==> src/rtl/btn_pkg.sv <==
// Shared state type and default timing constants for the push-button event decoder.
package btn_pkg;

  typedef enum logic [1:0] {
    IDLE  = 2'd0,
    PRESS = 2'd1,
    HOLD  = 2'd2
  } btn_state_t;

  localparam int LONG_MS_DEF   = 1000;
  localparam int REPEAT_MS_DEF = 200;
  localparam int CNT_W_DEF     = 12;

  function automatic int max2(input int a, input int b);
    return (a > b) ? a : b;
  endfunction

endpackage

==> src/rtl/button_event_decoder_if.sv <==
// Button level/tick inputs and classified event outputs of the decoder.
// master = surrounding logic (drives level and tick), slave = the decoder.
interface button_event_decoder_if;

  logic tick;
  logic level;
  logic short_press;
  logic long_press;
  logic repeat_pulse;
  logic toggle;
  logic held;

  modport master (
    output tick,
    output level,
    input  short_press,
    input  long_press,
    input  repeat_pulse,
    input  toggle,
    input  held
  );

  modport slave (
    input  tick,
    input  level,
    output short_press,
    output long_press,
    output repeat_pulse,
    output toggle,
    output held
  );

endinterface

==> src/rtl/ms_counter.sv <==
// Tick counter with clear, tick enable and an equality hit against a runtime limit.
// A hit clears the count on the same edge, so the next period starts from zero.
module ms_counter #(
  parameter int CNT_W = 12
) (
  input  logic             clk,
  input  logic             rst_n,
  input  logic             clr,
  input  logic             en,
  input  logic             tick,
  input  logic [CNT_W-1:0] limit,
  output logic             hit
);

  logic [CNT_W-1:0] cnt_reg;

  assign hit = en & tick & (cnt_reg == limit);

  always_ff @(posedge clk or negedge rst_n) begin
    if (!rst_n) begin
      cnt_reg <= '0;
    end else if (clr || hit) begin
      cnt_reg <= '0;
    end else if (en && tick) begin
      cnt_reg <= cnt_reg + 1'b1;
    end
  end

endmodule

==> src/rtl/button_event_decoder.sv <==
// Classifies presses of one debounced button into SHORT/LONG/REPEAT strobes plus a toggle level.
// Define BTN_REPEAT_EN to generate REPEAT strobes while held after a long press.
module button_event_decoder
  import btn_pkg::*;
#(
  parameter int LONG_MS   = LONG_MS_DEF,
  parameter int REPEAT_MS = REPEAT_MS_DEF,
  parameter int CNT_W     = CNT_W_DEF
) (
  input  logic                   clk,
  input  logic                   rst_n,
  button_event_decoder_if.slave  bus
);

`ifdef BTN_REPEAT_EN
  localparam bit REPEAT_ON = 1'b1;
  localparam int CNT_MAX   = max2(LONG_MS, REPEAT_MS);
  localparam logic [CNT_W-1:0] REP_LIM = CNT_W'(REPEAT_MS - 1);
`else
  localparam bit REPEAT_ON = 1'b0;
  localparam int CNT_MAX   = LONG_MS;
`endif
  localparam logic [CNT_W-1:0] LONG_LIM = CNT_W'(LONG_MS - 1);

  if (LONG_MS < 2 || LONG_MS > 4095) begin : g_bad_long
    $error("LONG_MS outside 2..4095");
  end
  if (REPEAT_MS < 1 || REPEAT_MS > 4095) begin : g_bad_repeat
    $error("REPEAT_MS outside 1..4095");
  end
  if (CNT_MAX >= (1 << CNT_W)) begin : g_bad_width
    $error("CNT_W too narrow for the configured limits");
  end

  btn_state_t       state_reg, state_next;
  logic             in_q_reg, prev_q_reg;
  logic             press;
  logic             short_reg, short_next;
  logic             long_reg, long_next;
  logic             repeat_reg, repeat_next;
  logic             toggle_reg, toggle_next;
  logic             held_reg, held_next;
  logic             cnt_clr, cnt_en, cnt_hit;
  logic [CNT_W-1:0] cnt_limit;

  // Input pipeline resets high so a button held through reset never looks like a fresh press.
  assign press = in_q_reg & ~prev_q_reg;

  // Counting only happens while the button is still seen pressed, so a release always wins.
  assign cnt_clr = (state_reg == IDLE);
  assign cnt_en  = in_q_reg & ((state_reg == PRESS) | (REPEAT_ON & (state_reg == HOLD)));

`ifdef BTN_REPEAT_EN
  assign cnt_limit = (state_reg == HOLD) ? REP_LIM : LONG_LIM;
`else
  assign cnt_limit = LONG_LIM;
`endif

  ms_counter #(
    .CNT_W (CNT_W)
  ) u_ms_counter (
    .clk   (clk),
    .rst_n (rst_n),
    .clr   (cnt_clr),
    .en    (cnt_en),
    .tick  (bus.tick),
    .limit (cnt_limit),
    .hit   (cnt_hit)
  );

  always_ff @(posedge clk or negedge rst_n) begin
    if (!rst_n) begin
      state_reg  <= IDLE;
      in_q_reg   <= 1'b1;
      prev_q_reg <= 1'b1;
      short_reg  <= 1'b0;
      long_reg   <= 1'b0;
      repeat_reg <= 1'b0;
      toggle_reg <= 1'b0;
      held_reg   <= 1'b0;
    end else begin
      state_reg  <= state_next;
      in_q_reg   <= bus.level;
      prev_q_reg <= in_q_reg;
      short_reg  <= short_next;
      long_reg   <= long_next;
      repeat_reg <= repeat_next;
      toggle_reg <= toggle_next;
      held_reg   <= held_next;
    end
  end

  always_comb begin
    state_next = state_reg;
    unique case (state_reg)
      IDLE:    if (press) state_next = PRESS;
      PRESS: begin
        if (!in_q_reg)    state_next = IDLE;
        else if (cnt_hit) state_next = HOLD;
      end
      HOLD:    if (!in_q_reg) state_next = IDLE;
      default: state_next = IDLE;
    endcase
  end

  always_comb begin
    short_next  = 1'b0;
    long_next   = 1'b0;
    repeat_next = 1'b0;
    toggle_next = toggle_reg;
    held_next   = (state_next != IDLE);
    case (state_reg)
      PRESS: begin
        if (!in_q_reg) begin
          short_next  = 1'b1;
          toggle_next = ~toggle_reg;
        end else if (cnt_hit) begin
          long_next = 1'b1;
        end
      end
      HOLD:    repeat_next = REPEAT_ON & in_q_reg & cnt_hit;
      default: ;
    endcase
  end

  assign bus.short_press  = short_reg;
  assign bus.long_press   = long_reg;
  assign bus.repeat_pulse = repeat_reg;
  assign bus.toggle       = toggle_reg;
  assign bus.held         = held_reg;

endmodule

==> src/flat_wrapper.sv <==
// flat-port wrapper written by rule: the top's interface ports become plain ports
module button_event_decoder_flat import btn_pkg::*;
#(
  parameter int LONG_MS   = LONG_MS_DEF,
  parameter int REPEAT_MS = REPEAT_MS_DEF,
  parameter int CNT_W     = CNT_W_DEF
)
  (clk, rst_n, bus_tick, bus_level, bus_short_press, bus_long_press, bus_repeat_pulse, bus_toggle, bus_held);
  button_event_decoder_if bus_i ();
  input  logic clk;
  input  logic rst_n;
  input wire logic [$bits(bus_i.tick)-1:0] bus_tick;
  input wire logic [$bits(bus_i.level)-1:0] bus_level;
  output wire logic [$bits(bus_i.short_press)-1:0] bus_short_press;
  output wire logic [$bits(bus_i.long_press)-1:0] bus_long_press;
  output wire logic [$bits(bus_i.repeat_pulse)-1:0] bus_repeat_pulse;
  output wire logic [$bits(bus_i.toggle)-1:0] bus_toggle;
  output wire logic [$bits(bus_i.held)-1:0] bus_held;
  assign bus_i.tick = bus_tick;
  assign bus_i.level = bus_level;
  assign bus_short_press = bus_i.short_press;
  assign bus_long_press = bus_i.long_press;
  assign bus_repeat_pulse = bus_i.repeat_pulse;
  assign bus_toggle = bus_i.toggle;
  assign bus_held = bus_i.held;
  button_event_decoder #(.LONG_MS(LONG_MS), .REPEAT_MS(REPEAT_MS), .CNT_W(CNT_W)) u_core (.clk(clk), .rst_n(rst_n), .bus(bus_i));
endmodule
==> config.mk <==
export PLATFORM = sky130hd
export DESIGN_NAME = button_event_decoder_flat
export DESIGN_NICKNAME = d
export VERILOG_FILES = /design/src/rtl/btn_pkg.sv /design/src/rtl/button_event_decoder_if.sv /design/src/rtl/ms_counter.sv /design/src/rtl/button_event_decoder.sv /design/src/flat_wrapper.sv
export SDC_FILE = /design/constraint.sdc
export NUM_CORES = 1
export LEC_CHECK = 0
export ABC_AREA = 1
export BUFFER_PORTS_ARGS = -buffer_cell sky130_fd_sc_hd__buf_4
export CAP_MARGIN = 20
export CELL_PAD_IN_SITES_DETAIL_PLACEMENT = 1
export CELL_PAD_IN_SITES_GLOBAL_PLACEMENT = 2
export CORE_UTILIZATION = 35
export CTS_BUF_LIST = sky130_fd_sc_hd__clkbuf_8 sky130_fd_sc_hd__clkbuf_16
export CTS_CLUSTER_DIAMETER = 120
export DETAILED_ROUTE_END_ITERATION = 7
export GPL_ROUTABILITY_DRIVEN = 0
export GPL_TIMING_DRIVEN = 0
export HOLD_SLACK_MARGIN = 0.15
export PLACE_DENSITY_LB_ADDON = 0.25
export SLEW_MARGIN = 15
export SYNTH_ARGS = -nofsm -noshare
export SYNTH_HDL_FRONTEND = slang
export SYNTH_HIERARCHICAL = 1
export SYNTH_SLANG_ARGS = --single-unit
==> constraint.sdc <==
create_clock -name clk -period 4.1 [get_ports clk]
set_clock_uncertainty 0.2 [all_clocks]
set_input_delay 0.205 -clock clk [delete_from_list [all_inputs] [get_ports clk]]
set_output_delay 0.205 -clock clk [all_outputs]
set_load 0.03 [all_outputs]
==> impl_metrics.py <==
metrics = {
    "run_status": {
        "outcome": "finished, final reports clean",
    },
    "hold_path": {
        "min_path_type": "in -> async",
    },
    "layout": {
        "largest_reg_flops": 12,
        "multi_input_area_um2": 734,
        "fin_nets": 235,
        "fill_cells": 491,
        "drive_gt1_frac": 0.183,
        "regArea_um2": 503,
        "antennaDiodeCount": 0,
        "syn2layout_area_growth_pct": 20.5,
        "final_cell_count_no_fill": 275,
    },
    "clock_tree": {
        "clock_path_buffers": 2,
        "cts_hold_buf": 2,
        "htreeDepth": 1,
        "ctsResizeCount": 0,
        "post_cts_buffers": 0,
        "cts_tree": "yes",
        "clk_latency_ns": 0.25,
        "cts_buffers": 3,
        "cts_num_sinks": 20,
        "clk_pin_slew_ns": 0.07,
        "cts_root_buffer": "clkbuf_8",
    },
    "yosys": {
        "async_reset_ff_frac": 1.00,
        "ys_ff_latch": 20,
        "synthTopCellsByArea": "dfrtp_1 34%, nand2_1 16%, inv_1 8.3%",
        "synth_edf_count": 0,
        "post-synth-top-count-cell": "nand2_1",
        "syn_inst": 194,
        "synth_top_flop_cell": "dfrtp_1",
        "yosysSeqAreaShare": 0.385,
        "synthTopCellsByCount": "57 x nand2_1, 29 x inv_1, 26 x nor2_1",
        "syn_avg_cell_area_um2": 6.74,
        "synthesis.area_mm2": 0.00131,
        "ys_types": 23,
        "yosysTopAreaCellShare": 0.344,
        "yosysTopAreaCell": "dfrtp_1",
        "yosysWarnings": 6,
    },
    "timing": {
        "rsz0062_at_grt": "no",
        "tns_ns": 0,
        "whs_ns": 0.152,
        "hold_viol_final": 0,
        "setup_ws_ns": 1.97,
        "fmax_mhz": 470,
        "period_share": 0.519,
        "drv_slew": 0,
        "period_needed_ns": 2.13,
        "finalSetupViolations": 0,
    },
    "power": {
        "leakage_nw": 0.850,
        "power.density_cell_area_mw_per_mm2": 277,
        "p_switching_uw": 120,
        "seq_power_share": 0.486,
        "peakVddDrop_mv": 0.243,
        "power.total_uw": 437,
        "switching_share": 0.275,
        "p_int_uw": 317,
        "p_comb_frac": 0.175,
        "clockPowerShare": 0.339,
    },
    "worst_setup_path": {
        "cpPeakStageDelay_ns": 0.59,
        "startpoint_type": "flop",
        "required_ns": 4.04,
        "worst-path-buf-inv": 1,
        "worst_path_most_repeated_cell": "nor2_1",
        "cp_data_arrival_time_ns": 2.07,
        "cp_max_fo": 6,
        "crit_path_end_kind": "flop",
        "critPathKind": "reg -> reg",
        "crit_chain": "nand3_1 -> inv_1 -> nand2_2 -> nor3_1 -> nand3_1 -> nor2_1 -> nor2_1 -> nor2_1 -> nand2_1",
        "cp_top_family": "simple AND/OR/NAND/NOR gates",
        "critPathSlowestCell": "dfstp_2",
    },
    "detailed_routing": {
        "first_iter_violations": 25,
        "wl_per_cell_um": 11.4,
        "drtAntennaViolNets": 0,
        "vias_per_cell": 4.30,
        "drc": 0,
        "vias": 1183,
        "routed_wirelength_um": 3130,
        "drtPass1Iterations": 3,
    },
    "global_routing": {
        "grt_pass1_vias": 1303,
        "grtUsageTotal": 0.183,
        "grt_pass1_wl_um": 5670,
        "grt_max_degree": 21,
        "gr-total-overflow": 0,
        "antenna_found_initial": 0,
    },
    "job": {
        "cap_viol_max_count": 0,
    },
    "floorplan": {
        "start_util": 0.377,
        "die_y_um": 63.1,
        "core-area_mm2": 0.00347,
        "die_area_mm2": 0.00398,
        "rows": 21,
        "die_w_um": 63.1,
        "num_io_pins": 9,
    },
    "placement": {
        "dpl.cell_count": 269,
        "portBuffers": 7,
        "dp_hpwl_um": 2620,
        "dp_slack_ns": 1.96,
    },
}
## routing by layer
metal | up-vias | GRT usage | wire [um]
li1 | 621 | - | -
met1 | 552 | 0.225 | 1430
met2 | 8 | 0.341 | 1650
met3 | 2 | 0.0109 | 35
met4 | 0 | 0.0523 | 19
met5 | - | 0 | 0
## area by class of cell
type / instances / area share
well taps: 46 / 0.0365
multi-input cells: 159 / 0.466
repair buffers: 9 / 0.0461
clock buffers: 4 / 0.0349
inverters: 35 / 0.0850
flip-flops and latches: 20 / 0.319
plain buffers: 2 / 0.0119
## placed cells by master (no fill, tap or decap), types with 3 or more instances in the layout
cell type / count
xor2_1: 5
inv_1: 29
buf_4: 8
nand3_1: 8
nor2_2: 13
conb_1: 24
o21ai_0: 6
clkbuf_8: 4
nand2_2: 7
nor2_1: 26
nor3_1: 3
dfrtp_1: 18
inv_2: 5
nand2_1: 57
## path summary, 6_finish.rpt
check                      slack, ns             from                 to  depth (start not counted)
max                             1.97  u_core/in_q_reg    u_core/bus.held                          9
min                             0.15            rst_n  u_core/bus.toggle                          2
max reg2reg                     1.97  u_core/in_q_reg    u_core/bus.held                          9
min reg2reg                     0.21  u_core/in_q_reg  u_core/prev_q_reg                          0
max in group asynchronous       3.28            rst_n  u_core/prev_q_reg                          2
min in group clk                0.21  u_core/in_q_reg  u_core/prev_q_reg                          0
## cell families after synthesis
| family | after synthesis | synth area share |
|---|---|---|
| AND/OR/NAND/NOR | 119 | 0.406 |
| XOR/XNOR | 7 | 0.0469 |
| flip-flops | 20 | 0.385 |
| AO/OA/AOI/OAI | 8 | 0.0306 |
| adder cells (fa/ha/maj) | 1 | 0.00957 |
| other | 2 | 0.00574 |
| buffers and inverters | 37 | 0.117 |
## power groups by stage
stage	registers (mW)	clock network, mW	logic (mW)
floorplan	0.226	0	0.0392
global placement	0.216	0	0.0718
detailed placement	0.216	0	0.0750
CTS	0.213	0.155	0.0766
global route	0.214	0.162	0.0858
finish	0.213	0.148	0.0764
## through the flow
step                      utilization  instance area [um^2]
final                           0.454                  1580
after global routing            0.454                  1580
after CTS                       0.454                  1580
after detailed placement        0.433                  1500
after global placement          0.433                  1500
after floorplan                     -                  1390
(Power assumes the default switching activity.)
